<file path="src/rtl/regfile_pkg.sv">
// Shared types and default sizing for the register-file writeback path.
package regfile_pkg;

  localparam int DEF_DATA_PATH_WIDTH = 8;
  localparam int DEF_ADDR_WIDTH      = 4;
  localparam int NUM_REGS            = 2 ** DEF_ADDR_WIDTH;

  // Producer index: ALU results on src0, load-unit results on src1.
  typedef enum logic {
    SRC_ALU  = 1'b0,
    SRC_LOAD = 1'b1
  } src_e;

  // One writeback packet as it travels to the register file.
  typedef struct packed {
    logic [DEF_ADDR_WIDTH-1:0]      addr;
    logic [DEF_DATA_PATH_WIDTH-1:0] data;
  } wb_pkt_t;

endpackage

</file>
<file path="src/rtl/regfile_wb_arbiter_rr_arbiter2.sv">
// Two-requester round-robin arbiter. The priority pointer moves only when
// the caller reports an accepted transfer through 'advance', so a stalled
// grant keeps its priority. Shared with future read-port arbitration.
module rr_arbiter2
  import regfile_pkg::*;
(
  input  logic       clk,
  input  logic       rst_n,
  input  logic [1:0] req,
  input  logic       advance,
  output logic [1:0] grant
);

  src_e prio_q, prio_d;

  // Grant the lone requester, or on conflict the one holding priority.
  always_comb begin
    // NOTE: every always_comb output gets a default first so no path can infer a latch.
    grant = 2'b00;
    unique case (req)
      2'b01:   grant = 2'b01;
      2'b10:   grant = 2'b10;
      2'b11:   grant = (prio_q == SRC_ALU) ? 2'b01 : 2'b10;
      default: grant = 2'b00;
    endcase
  end

  // After an accepted transfer the other requester wins the next conflict.
  always_comb begin
    prio_d = prio_q;
    if (advance) begin
      prio_d = grant[0] ? SRC_LOAD : SRC_ALU;
    end
  end

  // Priority pointer; reset gives the ALU the first conflict.
  always_ff @(posedge clk or negedge rst_n) begin
    if (!rst_n) begin
      prio_q <= SRC_ALU;
    end else begin
      // NOTE: sequential state uses non-blocking assignments so all flops update together.
      prio_q <= prio_d;
    end
  end

endmodule

</file>
<file path="src/rtl/regfile_wb_arbiter.sv">
// Register-file write-side initiator: merges ALU and load-unit writebacks
// onto one registered write port (latency 1) and keeps a busy scoreboard
// of destinations with outstanding writes.
// Build option REGFILE_WB_R0_ZERO_EN: register 0 is hardwired zero; writes
// to it are accepted but never issued, and claims of it are ignored.
module regfile_wb_arbiter
  import regfile_pkg::*;
#(
  parameter int DATA_PATH_WIDTH = DEF_DATA_PATH_WIDTH,
  parameter int ADDR_WIDTH      = DEF_ADDR_WIDTH
) (
  input  logic                         clk,
  input  logic                         rst_n,
  input  logic                         s0_valid,
  output logic                         s0_ready,
  input  logic [ADDR_WIDTH-1:0]        s0_addr,
  input  logic [DATA_PATH_WIDTH-1:0]   s0_data,
  input  logic                         s1_valid,
  output logic                         s1_ready,
  input  logic [ADDR_WIDTH-1:0]        s1_addr,
  input  logic [DATA_PATH_WIDTH-1:0]   s1_data,
  input  logic                         wb_hold,
  input  logic                         claim_valid,
  input  logic [ADDR_WIDTH-1:0]        claim_addr,
  output logic                         rf_wen,
  output logic [ADDR_WIDTH-1:0]        rf_waddr,
  output logic [DATA_PATH_WIDTH-1:0]   rf_wdata,
  output logic [(2**ADDR_WIDTH)-1:0]   busy
);

  localparam int NREGS = 2 ** ADDR_WIDTH;

  logic [1:0]                 grant;
  logic                       hs;
  src_e                       sel_src;
  logic [ADDR_WIDTH-1:0]      sel_addr;
  logic [DATA_PATH_WIDTH-1:0] sel_data;
  logic                       wr_fire;
  logic                       claim_ok;

  logic                       rf_wen_q;
  logic [ADDR_WIDTH-1:0]      rf_waddr_q;
  logic [DATA_PATH_WIDTH-1:0] rf_wdata_q;
  logic [NREGS-1:0]           busy_q, busy_d;

  // Readiness depends only on valids (via the grant) and the hold.
  rr_arbiter2 u_arb (
    .clk     (clk),
    .rst_n   (rst_n),
    .req     ({s1_valid, s0_valid}),
    .advance (hs),
    .grant   (grant)
  );

  assign s0_ready = grant[0] & ~wb_hold;
  assign s1_ready = grant[1] & ~wb_hold;
  assign hs       = (s0_valid & s0_ready) | (s1_valid & s1_ready);
  assign sel_src  = grant[1] ? SRC_LOAD : SRC_ALU;

  // Mux the granted producer's packet toward the write register.
  always_comb begin
    sel_addr = s0_addr;
    sel_data = s0_data;
    if (sel_src == SRC_LOAD) begin
      sel_addr = s1_addr;
      sel_data = s1_data;
    end
  end

`ifdef REGFILE_WB_R0_ZERO_EN
  assign wr_fire  = hs & (sel_addr != '0);
  assign claim_ok = claim_valid & (claim_addr != '0);
`else
  assign wr_fire  = hs;
  assign claim_ok = claim_valid;
`endif

  // Write port: pulse enable one cycle after a handshake, hold addr/data.
  always_ff @(posedge clk or negedge rst_n) begin
    if (!rst_n) begin
      rf_wen_q   <= 1'b0;
      rf_waddr_q <= '0;
      rf_wdata_q <= '0;
    end else begin
      rf_wen_q <= wr_fire;
      if (wr_fire) begin
        rf_waddr_q <= sel_addr;
        rf_wdata_q <= sel_data;
      end
    end
  end

  // Scoreboard next state: completed write clears, claim sets and wins.
  always_comb begin
    busy_d = busy_q;
    if (rf_wen_q) begin
      busy_d[rf_waddr_q] = 1'b0;
    end
    if (claim_ok) begin
      busy_d[claim_addr] = 1'b1;
    end
`ifdef REGFILE_WB_R0_ZERO_EN
    busy_d[0] = 1'b0;
`endif
  end

  // Scoreboard register.
  always_ff @(posedge clk or negedge rst_n) begin
    if (!rst_n) begin
      // NOTE: this bit array is state issue logic trusts, so it is reset unlike a data RAM.
      busy_q <= '0;
    end else begin
      busy_q <= busy_d;
    end
  end

  assign rf_wen   = rf_wen_q;
  assign rf_waddr = rf_waddr_q;
  assign rf_wdata = rf_wdata_q;
  assign busy     = busy_q;

endmodule

</file>
<file path="config.mk">
export PLATFORM = sky130hd
export DESIGN_NAME = regfile_wb_arbiter
export DESIGN_NICKNAME = d
export VERILOG_FILES = /design/src/rtl/regfile_pkg.sv /design/src/rtl/regfile_wb_arbiter_rr_arbiter2.sv /design/src/rtl/regfile_wb_arbiter.sv
export SDC_FILE = /design/constraint.sdc
export NUM_CORES = 1
export LEC_CHECK = 0
export BUFFER_PORTS_ARGS = -buffer_cell sky130_fd_sc_hd__buf_4
export CAP_MARGIN = 10
export CORE_MARGIN = 2
export CORE_UTILIZATION = 35
export DETAILED_ROUTE_END_ITERATION = 16
export SLEW_MARGIN = 15
export SYNTH_ARGS = -nofsm -noshare
export SYNTH_HDL_FRONTEND = slang
export SYNTH_SLANG_ARGS = --single-unit
</file>
<file path="constraint.sdc">
create_clock -name clk -period 3.5 [get_ports clk]
set_input_delay 0.175 -clock clk [delete_from_list [all_inputs] [get_ports clk]]
set_output_delay 0.175 -clock clk [all_outputs]
set_load 0.05 [all_outputs]
</file>
==> results of run 1 <==
## cell type report
class / instances / area [um^2] / share of cell area (%)
Inverter: 2 / 7.51 / 0.380
Clock buffer: 7 / 86.3 / 4.37
Tap cell: 48 / 60.1 / 3.04
Multi-Input combinational cell: 106 / 576 / 29.1
Clock inverter: 1 / 5.00 / 0.253
Sequential cell: 30 / 751 / 38.0
Timing Repair Buffer: 65 / 490 / 24.8
## state kept, by name, summed over array words and instances, names as in the netlist
register and cells:
rf_waddr 4, rf_wdata 8, u_arb.prio_q 1, rf_wen 1, busy 16
## final timing paths
kind	from	to	slack (ns)	cells after the start
max reg2reg	rf_waddr[1]$_DFFE_PN0P_	busy[4]$_DFF_PN0_	2.26	3
max in group asynchronous	rst_n	rf_wdata[5]$_DFFE_PN0P_	2.86	2
min in group asynchronous	rst_n	busy[6]$_DFF_PN0_	0.36	2
min reg2reg	busy[14]$_DFF_PN0_	busy[14]$_DFF_PN0_	0.51	2
min	s0_addr[3]	rf_waddr[3]$_DFFE_PN0P_	0.16	3
max	u_arb.prio_q$_DFFE_PN0P_	s0_ready	1.89	3
## cell families (layout without fill, tap and decap cells)
family	Yosys count	count (layout)	synth area share (%)
AOI/OAI and AO/OA	70	70	27.7
and+or+nand+nor	36	36	14.4
DFF	30	30	54.8
buffers and inverters	8	75	3.11
## worst min-delay path, delay by kind of cell
family	cells	cell delay [ns]
AO/OA/AOI/OAI	2	0.12
buffers and inverters	1	0.10
## stage by stage
stage	cells	setup WS, ns	total power [uW]	util [%]	area (um^2)
floorplan	144	1.60	960	-	1370
global placement	250	2.23	1190	50.4	1870
detailed placement	250	2.19	1200	50.4	1870
CTS	259	1.88	1480	53.2	1980
global route	259	1.77	1550	53.2	1980
finish	259	1.89	1470	53.2	1980
## where the power goes
part           leakage [uW]  internal, uW  switching (uW)  total [uW]
Combinational      0.000478           205             483         688
Clock             0.0000482           158             122         280
Sequential         0.000331           443            61.4         505
## per-layer routing
layer  routed length, um  share of wire, %  track usage, %
met1                1640                45            22.8
met2                1640                45            28.6
met4                  61               1.7            6.89
met3                 314               8.6            6.08
met5                   0                 0               0
## cells in the final DEF (no fill, tap or decap), drive strengths merged, types with 2 or more instances in the layout
cell type / count
a21oi: 13
a31oi: 12
buf: 64
clkbuf: 7
dfrtp: 30
inv: 2
nand2: 3
nand2b: 3
nand3: 2
nand3b: 5
nor2: 14
o21ai: 44
or2: 2
or2b: 2
or3b: 3
## synth_stat cells
library cell	n	area share, %
nand2b_1	3	1.4
or2_2	2	0.91
a21oi_1	13	4.8
buf_2	4	1.5
or2b_1	2	1.1
o21ai_0	35	13
dfrtp_1	30	55
nand2_1	3	0.82
o21ai_1	9	3.3
nor2_1	14	3.8
or3b_1	3	1.9
nor3_1	1	0.37
o21bai_4	1	1.4
buf_6	1	0.82
nand3_1	2	0.73
and2b_1	1	0.55
nand3b_1	5	2.7
a31oi_1	12	5.5
clkbuf_1	1	0.27
inv_2	2	0.55
==> metrics.md, run 1 <==
| Metric | Value |
|---|---|
| Max Cap Viol | 0 |
| Pwr per Cell Area | between 700 and 800 mW/mm^2 |
| Die H | 66.5 um |
| Via count | between 1000 and 1500 |
| Slew margin rel. | slightly above 70% |
| Vias in the first global route | ~1300 |
| Total core area | between 0.003 and 0.004 mm^2 |
| Slowest stage delay, CP | ~0.4 ns |
| Initial DRC Count | 64 |
| Post-CTS Setup Inserts | 0 |
| CP required | between 3 and 4 ns |
| Ports | 65 |
| Largest net degree at the start of global routing | 31 |
| Yosys Warn Count | 0 |
| Initial Util | about 37% |
| Clk slew on worst S/H paths | around 0.060 ns |
| CTS tree | yes |
| Dpl hpwl | roughly 2800 um |
| Worst Setup Start Kind | flop |
| Max Clock Skew | about 0.0035 ns |
| Crit path buffers/inverters | 1 |
| WS Path Type | flop to output port |
| #FFs+latches synth | 30 |
| CTS resizes | 0 |
| Setup-failing EPs final | 0 |
| Mapped cell area | around 0.0014 mm^2 |
| Area delta synth->final | 44.3% |
| # clock sinks | 30 |
| Initial antenna violation count | 0 |
| Share of the clock period used by the worst path after layout | between 40% and 50% |
| First-pass GRT wire length | between 5000 and 6000 um |
| Avg Cell Area, Syn | around 9.5 um^2 |
| Critical Path AT | ~1.4 ns |
| Final hold vios | 0 |
| Lkg Pwr | 0.000858 uW |
| Antenna Nets Post-Route | 0 |
| Gpl congestion | around 0.81 |
| Nets | 244 |
| Hold_buf cts | 1 |
| Die Area | between 0.004 and 0.005 mm^2 |
| Die X | between 60 and 70 um |
| Clock tree buffer depth | 2 |
| Total grt overflow | 0 |
| TritonCTS Buffers | 5 |
| Hold_ws | around 0.16 ns |
| Status | complete, no violations |
| N_diodes | 0 |
| FMAX | 621 MHz |
| Row count | 22 |
| CP max stage cell | dfrtp_1 |
| Post-Route Setup TNS | 0 ns |
| Hold WC Path Type | input pin to flop |
| CTS H-Tree Depth | 2 |
| Overall routing resource usage | between 10% and 20% |
| Crit path cell chain | nand2b_1, a21oi_1, buf_4 |
| Crit path max-delay family | flip-flops |
| Final Critical Period | 1.61 ns |
| RSZ-0062 raised after global routing | no |
| Mapped Nets | 178 |
| Worst VDD drop | roughly 0.3 mV |
| IO buf count | between 60 and 70 |
| Slew Limit Fails | 0 |
| Seq/Total Area, Yosys | 54.8% |
| DRT Pass-1 Iters | 4 |
| Avg Vias per Cell | 5.05 |
| Routed WL | approximately 3700 um |
| Mean routed wirelength per cell | approximately 14 um |
| CTS Root Cell | clkbuf_8 |
| Drc violations | 0 |
| Share of cells above drive strength 1 | 36.0% |
| CP Capture Type | output port |
| Filler cell count in the final layout | between 300 and 400 |
| Pin slew with the least headroom to its limit | 0.419 ns |
| Post-Synthesis Cells | about 140 |
| Netlist cell types | 20 |
| Clk_lat worst skew | approximately 0.27 ns |
| Critical Path Fanout Max | 13 |
Note: power is estimated with default switching activity, not from simulation.
==> inputs of run 2 (changes only) <==
--- a/config.mk
+++ b/config.mk
@@ -5,6 +5,7 @@
 export SDC_FILE = /design/constraint.sdc
 export NUM_CORES = 1
 export LEC_CHECK = 0
+export ABC_AREA = 1
 export BUFFER_PORTS_ARGS = -buffer_cell sky130_fd_sc_hd__buf_4
 export CAP_MARGIN = 10
 export CORE_MARGIN = 2
==> constraint.sdc (replaced) <==
create_clock -name clk -period 1.43 [get_ports clk]
set_input_delay 0.0715 -clock clk [delete_from_list [all_inputs] [get_ports clk]]
set_output_delay 0.0715 -clock clk [all_outputs]
set_load 0.05 [all_outputs]
==> metrics.md, run 2 <==
| Metric | Value |
|---|---|
| Pin slew with the least headroom to its limit | 0.382 ns (was 0.419 ns) |
| Area delta synth->final | 40.5% (was 44.3%) |
| Commonest non-fill, non-tap cells in the layout | nand2_1 (73), buf_4 (67), inv_1 (43) (was buf_4 (64), o21ai_0 (35), dfrtp_1 (30)) |
| Total grt overflow | 0 (unchanged) |
| Die Area | 0.00505 mm^2 (was 0.00443 mm^2) |
| Vias in the first global route | 1518 (was 1273) |
| Overall routing resource usage | 16.5% (was 18.1%) |
| Critical Path AT | 1.24 ns (was 1.44 ns) |
| Seq/Total Area, Yosys | 47.7% (was 54.8%) |
| Largest net degree at the start of global routing | 31 (unchanged) |
| First-pass GRT wire length | 6560 um (was 5970 um) |
| Stages on the worst setup path | 6 (was 3) |
| Crit path cell chain | inv_1, nand2_1, nand2_2, nand2_1, inv_1, buf_4 (was nand2b_1, a21oi_1, buf_4) |
| Critical Path Fanout Max | 7 (was 13) |
| CP Capture Type | output port (unchanged) |
| Status | complete, no violations (unchanged) |
| FF-to-FF setup slack | 0.29 ns (was 2.26 ns) |
| Row count | 24 (was 22) |
| Area contributors post-synth | dfrtp_1 (48%), nand2_1 (18%), nand3_1 (12%) (was dfrtp_1 (55%), o21ai_0 (13%), a31oi_1 (5.5%)) |
| Share of the clock period used by the worst path after layout | about 91% |
| Post-synth EDFFs | 0 (unchanged) |
| Netlist cell types | 13 (was 20) |
| Hold WC Path Type | input pin to flop (unchanged) |
| Hold_ws | 0.0881 ns (was 0.163 ns) |
| Drc violations | 0 (unchanged) |
| Crit path buffers/inverters | 3 (was 1) |
| Max Cap Viol | 0 (unchanged) |
| Yosys Warn Count | 0 (unchanged) |
| Worst hold stages | 5 (was 3) |
| Worst Setup Start Kind | flop (unchanged) |
| Via count | 1505 (was 1309) |
| Gpl congestion | 0.794 (was 0.809) |
| RSZ-0062 raised after global routing | no (unchanged) |
| Post-Route Setup TNS | 0 ns (unchanged) |
| Top-area cell type share of the netlist area | 47.7% (was 54.8%) |
| Max reg flops | 16 (unchanged) |
| Post-Synthesis Cells | 218 (was 144) |
| Antenna Nets Post-Route | 0 (unchanged) |
| Final Critical Period | between 1 and 1.5 ns |
| Initial DRC Count | 85 (was 64) |
| Most common cell after layout, fill and taps aside | nand2_1 (was buf_4) |
| Slew margin rel. | 74.5% (was 72.1%) |
| TritonCTS Buffers | 5 (unchanged) |
| #FFs+latches synth | 30 (unchanged) |
| IO buf count | 64 (unchanged) |
| CTS H-Tree Depth | 2 (unchanged) |
| WS Path Type | flop to output port (unchanged) |
| Crit path max-delay family | flip-flops (unchanged) |
| DRT Pass-1 Iters | 4 (unchanged) |
| Pwr per Cell Area | 1650 mW/mm^2 (was 746 mW/mm^2) |
| Dpl hpwl | 3000 um (was 2770 um) |
| Routed WL | 3790 um (was 3660 um) |
| Clk_lat worst skew | 0.28 ns (was 0.27 ns) |
| # clock sinks | 30 (unchanged) |
| Die X | 71.1 um (was 66.5 um) |
| RR Startpoint | rf_waddr[0]$_DFFE_PN0P_ (was rf_waddr[1]$_DFFE_PN0P_) |
| Setup-failing EPs final | 0 (unchanged) |
| Max Clock Skew | 0.00325 ns (was 0.00353 ns) |
| Asr flop ratio synth | 100% (unchanged) |
| Critical Path End | s0_ready (unchanged) |
| Yosys top cell by area | dfrtp_1 (unchanged) |
| FMAX | approximately 760 MHz |
| Post-CTS Setup Inserts | 0 (unchanged) |
| N_diodes | 0 (unchanged) |
| Die H | 71.1 um (was 66.5 um) |
| Clk slew on worst S/H paths | 0.06 ns (about the same) |
| Initial antenna violation count | 0 (unchanged) |
| Filler cell count in the final layout | 429 (was 368) |
| Slew Limit Fails | 0 (unchanged) |
| CTS Root Cell | clkbuf_8 (unchanged) |
| R2R depth | 5 (was 3) |
| Slowest stage delay, CP | 0.36 ns (was 0.39 ns) |
| R2r endpoint | busy[13]$_DFF_PN0_ (was busy[4]$_DFF_PN0_) |
| Primary FF master, synth | dfrtp_1 (unchanged) |
| Total core area | 0.00435 mm^2 (was 0.00372 mm^2) |
| CP max stage cell | dfrtp_1 (unchanged) |
| Final hold vios | 0 (unchanged) |
| Mapped Nets | 252 (was 178) |
| Cell with the most instances after synthesis | nand2_1 (was o21ai_0) |
| Nets | 322 (was 244) |
| Worst VDD drop | 0.540 mV (was 0.303 mV) |
| Avg Vias per Cell | 4.41 (was 5.05) |
| Mapped cell area | 0.00157 mm^2 (was 0.00137 mm^2) |
| Share of cells above drive strength 1 | 27.3% (was 36.0%) |
| CP required | 1.36 ns (was 3.32 ns) |
| Clock tree buffer depth | 2 (unchanged) |
| CTS tree | yes (unchanged) |
| Ports | 65 (unchanged) |
| CP Launch Point | u_arb.prio_q$_DFFE_PN0P_ (unchanged) |
| Initial Util | 36.1% (was 36.8%) |
| Avg Cell Area, Syn | 7.22 um^2 (was 9.51 um^2) |
| Lkg Pwr | 0.00125 uW (was 0.000858 uW) |
| Mean routed wirelength per cell | 11.1 um (was 14.1 um) |
| Post-synth top cells | nand2_1 (74), inv_1 (43), nand3_1 (37), dfrtp_1 (30), o21ai_0 (11) (was o21ai_0 (35), dfrtp_1 (30), nor2_1 (14), a21oi_1 (13), a31oi_1 (12)) |
## run 2: cell count changes after synthesis, sizes merged, moves of 3 or more
cell	delta
nand2	+71
inv	+42
nand3	+35
o21ai	-33
a21oi	-13
a31oi	-12
nand3b	-5
nor2	-4
nand2b	-3
o21bai	+3
or3b	-3
## run 2: per-layer routing
layer  track usage (%)  part of all wire [%]
met3              4.56                   7.3
met5                 0                     0
met2              26.7                    45
met1              20.8                    47
met4              6.92                   1.4
## run 2: worst min-delay path by stage
stage | endpoint | slack (ns) | start
finish | rf_wdata[6]$_DFFE_PN0P_ | 0.09 | s0_data[6]
global route | busy[11]$_DFF_PN0_ | 0.10 | claim_valid
CTS | busy[0]$_DFF_PN0_ | 0.09 | claim_addr[2]
detailed placement | busy[4]$_DFF_PN0_ | 0.03 | rst_n
global placement | busy[4]$_DFF_PN0_ | 0.02 | rst_n
floorplan | busy[0]$_DFF_PN0_ | -0.22 | rst_n
## run 2: per-stage QoR
step	instances	instance area, um^2	util (%)	worst slack [ns]	total power [uW]
after floorplan	218	1570	-	0.000999	2400
after global routing	341	2210	50.8	0.0212	3870
after global placement	331	2100	48.2	0.311	2970
after detailed placement	331	2100	48.2	0.289	2990
final	341	2210	50.8	0.123	3650
after CTS	341	2210	50.7	0.0486	3690
## run 2: tightest hold or removal path, cell delays in order
cell     delay (ns)
buf_4          0.07
inv_1          0.03
nand2_1        0.05
nand3_1        0.06
nand2_1        0.05
## run 2: final cells by class
class,count,area (um^2),share of cell area [%]
clock buffer,7,86.3,3.90
clock inverter,1,5.00,0.226
inverter,44,165,7.47
multi-input combinational,138,616,27.8
sequential,30,751,34.0
tap,52,65.1,2.94
timing repair buffer,69,523,23.7
## run 2: power breakdown
| part | switching (uW) | internal (uW) | total [uW] |
|---|---|---|---|
| logic | 1210 | 518 | 1730 |
| clock network | 306 | 387 | 693 |
| registers | 147 | 1080 | 1230 |
## run 2: what timing repair did
action                     in CTS  in global routing
hold buffers                    2                  0
setup endpoints to repair       0                  1
hold endpoints to repair       31                  0
gates resized for setup         0                  1
## run 2: cell families (layout without fill, tap and decap cells)
| logic type | Yosys count | in the layout | synth area share [%] |
|---|---|---|---|
| simple gates | 123 | 123 | 33.5 |
| buf+inv | 50 | 121 | 13.4 |
| flops | 30 | 30 | 47.7 |
| compound gates | 15 | 15 | 5.41 |
==> inputs of run 3 (changes only) <==
--- a/config.mk
+++ b/config.mk
@@ -6,7 +6,7 @@
 export NUM_CORES = 1
 export LEC_CHECK = 0
 export ABC_AREA = 1
-export BUFFER_PORTS_ARGS = -buffer_cell sky130_fd_sc_hd__buf_4
+export BUFFER_PORTS_ARGS = -buffer_cell sky130_fd_sc_hd__buf_2
 export CAP_MARGIN = 10
 export CORE_MARGIN = 2
 export CORE_UTILIZATION = 35
==> metrics.md, run 3 (same netlist as run 2, synthesis figures left out) <==
| Metric | Value |
|---|---|
| Status | complete, no violations (unchanged) |
| RR Startpoint | rf_waddr[1]$_DFFE_PN0P_ (was rf_waddr[0]$_DFFE_PN0P_) |
| Lkg Pwr | 0.00117 uW (was 0.00125 uW) |
| First-pass GRT wire length | 6720 um (was 6560 um) |
| Pin slew with the least headroom to its limit | 0.658 ns (was 0.382 ns) |
| Final hold vios | 0 (unchanged) |
| Row count | 24 (unchanged) |
| Share of the clock period used by the worst path after layout | 92.5% (was 91.4%) |
| Max reg flops | 16 (unchanged) |
| Max Cap Viol | 0 (unchanged) |
| Register area | 751 um^2 (unchanged) |
| Overall routing resource usage | 16.8% (was 16.5%) |
| Most common cell after layout, fill and taps aside | nand2_1 (unchanged) |
| Post-Route Setup TNS | 0 ns (unchanged) |
| CP Capture Type | output port (unchanged) |
| Critical Path Fanout Max | 7 (unchanged) |
| Crit path cell chain | inv_1, nand2_1, nand2_2, nand2_1, inv_1, clkbuf_4 (was inv_1, nand2_1, nand2_2, nand2_1, inv_1, buf_4) |
| Worst hold stages | 5 (unchanged) |
| Dpl hpwl | 2960 um (was 3000 um) |
| Die H | 71.1 um (unchanged) |
| RSZ-0062 raised after global routing | no (unchanged) |
| Share of cells above drive strength 1 | 26.8% (was 27.3%) |
| Setup-failing EPs final | 0 (unchanged) |
| Crit path max-delay family | flip-flops (unchanged) |
| CTS Root Cell | clkbuf_8 (unchanged) |
| CP required | 1.36 ns (about the same) |
| R2r endpoint | busy[10]$_DFF_PN0_ (was busy[13]$_DFF_PN0_) |
| CTS tree | yes (unchanged) |
| Drc violations | 0 (unchanged) |
| Initial Util | 36.1% (unchanged) |
| Total grt overflow | 0 (unchanged) |
| WS Path Type | flop to output port (unchanged) |
| Hold WC Path Type | input pin to flop (unchanged) |
| Gpl congestion | 0.777 (was 0.794) |
| FMAX | 756 MHz (was 765 MHz) |
| IO buf count | 64 (unchanged) |
| # clock sinks | 30 (unchanged) |
| Slew margin rel. | 56.1% (was 74.5%) |
| Worst VDD drop | 0.522 mV (was 0.540 mV) |
| Avg Vias per Cell | 4.42 (was 4.41) |
| Hold EP | rf_wdata[3]$_DFFE_PN0P_ (was rf_wdata[6]$_DFFE_PN0P_) |
| Die Area | 0.00505 mm^2 (unchanged) |
| Worst Setup Start Kind | flop (unchanged) |
| Die X | 71.1 um (unchanged) |
| Slew Limit Fails | 0 (unchanged) |
| Slowest stage delay, CP | 0.36 ns (about the same) |
| Max Clock Skew | 0.00559 ns (was 0.00325 ns) |
| R2R depth | 5 (unchanged) |
| Util after Layout | 46.6% (was 50.8%) |
| Clk slew on worst S/H paths | 0.06 ns (about the same) |
| Area delta synth->final | 28.9% (was 40.5%) |
| Initial DRC Count | 77 (was 85) |
| Initial antenna violation count | 0 (unchanged) |
| DRT Pass-1 Iters | 4 (unchanged) |
| Filler cell count in the final layout | 466 (was 429) |
| Multi-input logic area | 616 um^2 (unchanged) |
| Routed WL | 3770 um (was 3790 um) |
| CP max stage cell | dfrtp_1 (unchanged) |
| Antenna Nets Post-Route | 0 (unchanged) |
| TritonCTS Buffers | 5 (unchanged) |
| Clk_lat worst skew | 0.27 ns (was 0.28 ns) |
| Vias in the first global route | 1448 (was 1518) |
| Ports | 65 (unchanged) |
| Via count | 1497 (was 1505) |
| Mean routed wirelength per cell | 11.1 um (about the same) |
| N_diodes | 0 (unchanged) |
| Fin area | 0.00203 mm^2 (was 0.00221 mm^2) |
| Pwr per Cell Area | 1680 mW/mm^2 (was 1650 mW/mm^2) |
| Clock tree buffer depth | 2 (unchanged) |
| Critical Path AT | 1.25 ns (was 1.24 ns) |
| Total core area | 0.00435 mm^2 (unchanged) |
| Nets | 321 (was 322) |
| Area post-placement | 0.00194 mm^2 (was 0.00210 mm^2) |
| Final Critical Period | 1.32 ns (was 1.31 ns) |
| Crit path buffers/inverters | 3 (unchanged) |
| Hold Path Origin | s0_data[3] (was s0_data[6]) |
| Largest net degree at the start of global routing | 31 (unchanged) |
| CTS H-Tree Depth | 2 (unchanged) |
| Commonest non-fill, non-tap cells in the layout | nand2_1 (73), buf_2 (63), inv_1 (43) (was nand2_1 (73), buf_4 (67), inv_1 (43)) |
| FF-to-FF setup slack | 0.32 ns (was 0.29 ns) |
run 3: how the worst max path moves through the flow:
| stage | endpoint | slack [ns] | depth (start not counted) | start |
|---|---|---|---|---|
| final | s0_ready | 0.11 | 6 | u_arb.prio_q$_DFFE_PN0P_ |
| after global routing | s0_ready | 0.03 | 6 | u_arb.prio_q$_DFFE_PN0P_ |
| after CTS | s0_ready | 0.01 | 6 | u_arb.prio_q$_DFFE_PN0P_ |
| after detailed placement | rf_wdata[4]$_DFFE_PN0P_ | 0.30 | 7 | u_arb.prio_q$_DFFE_PN0P_ |
| after global placement | rf_waddr[3]$_DFFE_PN0P_ | 0.30 | 7 | u_arb.prio_q$_DFFE_PN0P_ |
| after floorplan | s1_ready | 0.001 | 5 | u_arb.prio_q$_DFFE_PN0P_ |
run 3: metal layers:
metal  vias up  GRT usage (%)  share of wire, %
met2        47           27.0                45
met5         -              0                 0
met4         0           5.03               1.2
li1        805              -                 -
met3         5           3.85               6.8
met1       640           22.9                47
run 3: area by class of cell:
type / count / area share [%]
inverters: 44 / 8.14
well taps: 52 / 3.21
clock buffers: 7 / 3.76
multi-input cells: 138 / 30.4
flip-flops and latches: 30 / 37.0
repair buffers: 68 / 17.5
run 3: per-stage QoR:
step | total power, uW | setup slack [ns] | hold WS, ns | cells
finish | 3410 | 0.108 | 0.0918 | 339
global route | 3630 | 0.0300 | 0.121 | 339
CTS | 3460 | 0.0109 | 0.0891 | 339
detailed placement | 2820 | 0.301 | 0.148 | 331
global placement | 2800 | 0.305 | 0.151 | 331
floorplan | 2400 | 0.000999 | -0.224 | 218
run 3: report_power, final:
part,switching (uW),internal [uW]
Combinational,1220,353
Clock,288,334
Sequential,137,1080
run 3: worst register-to-register path, cell delays in order (launching register included):
cell	delay [ns]
dfrtp_1	0.42
inv_1	0.09
nor2_1	0.18
nand2_1	0.11
o21bai_1	0.14
nand2_1	0.06
run 3: repair_timing:
| action | 4_1_cts | 5_1_grt |
|---|---|---|
| hold buffers | 1 | 0 |
| setup endpoints to repair | 0 | 1 |
| setup buffers | 0 | 0 |
| gates resized for setup | 0 | 2 |
| hold endpoints to repair | 30 | 0 |
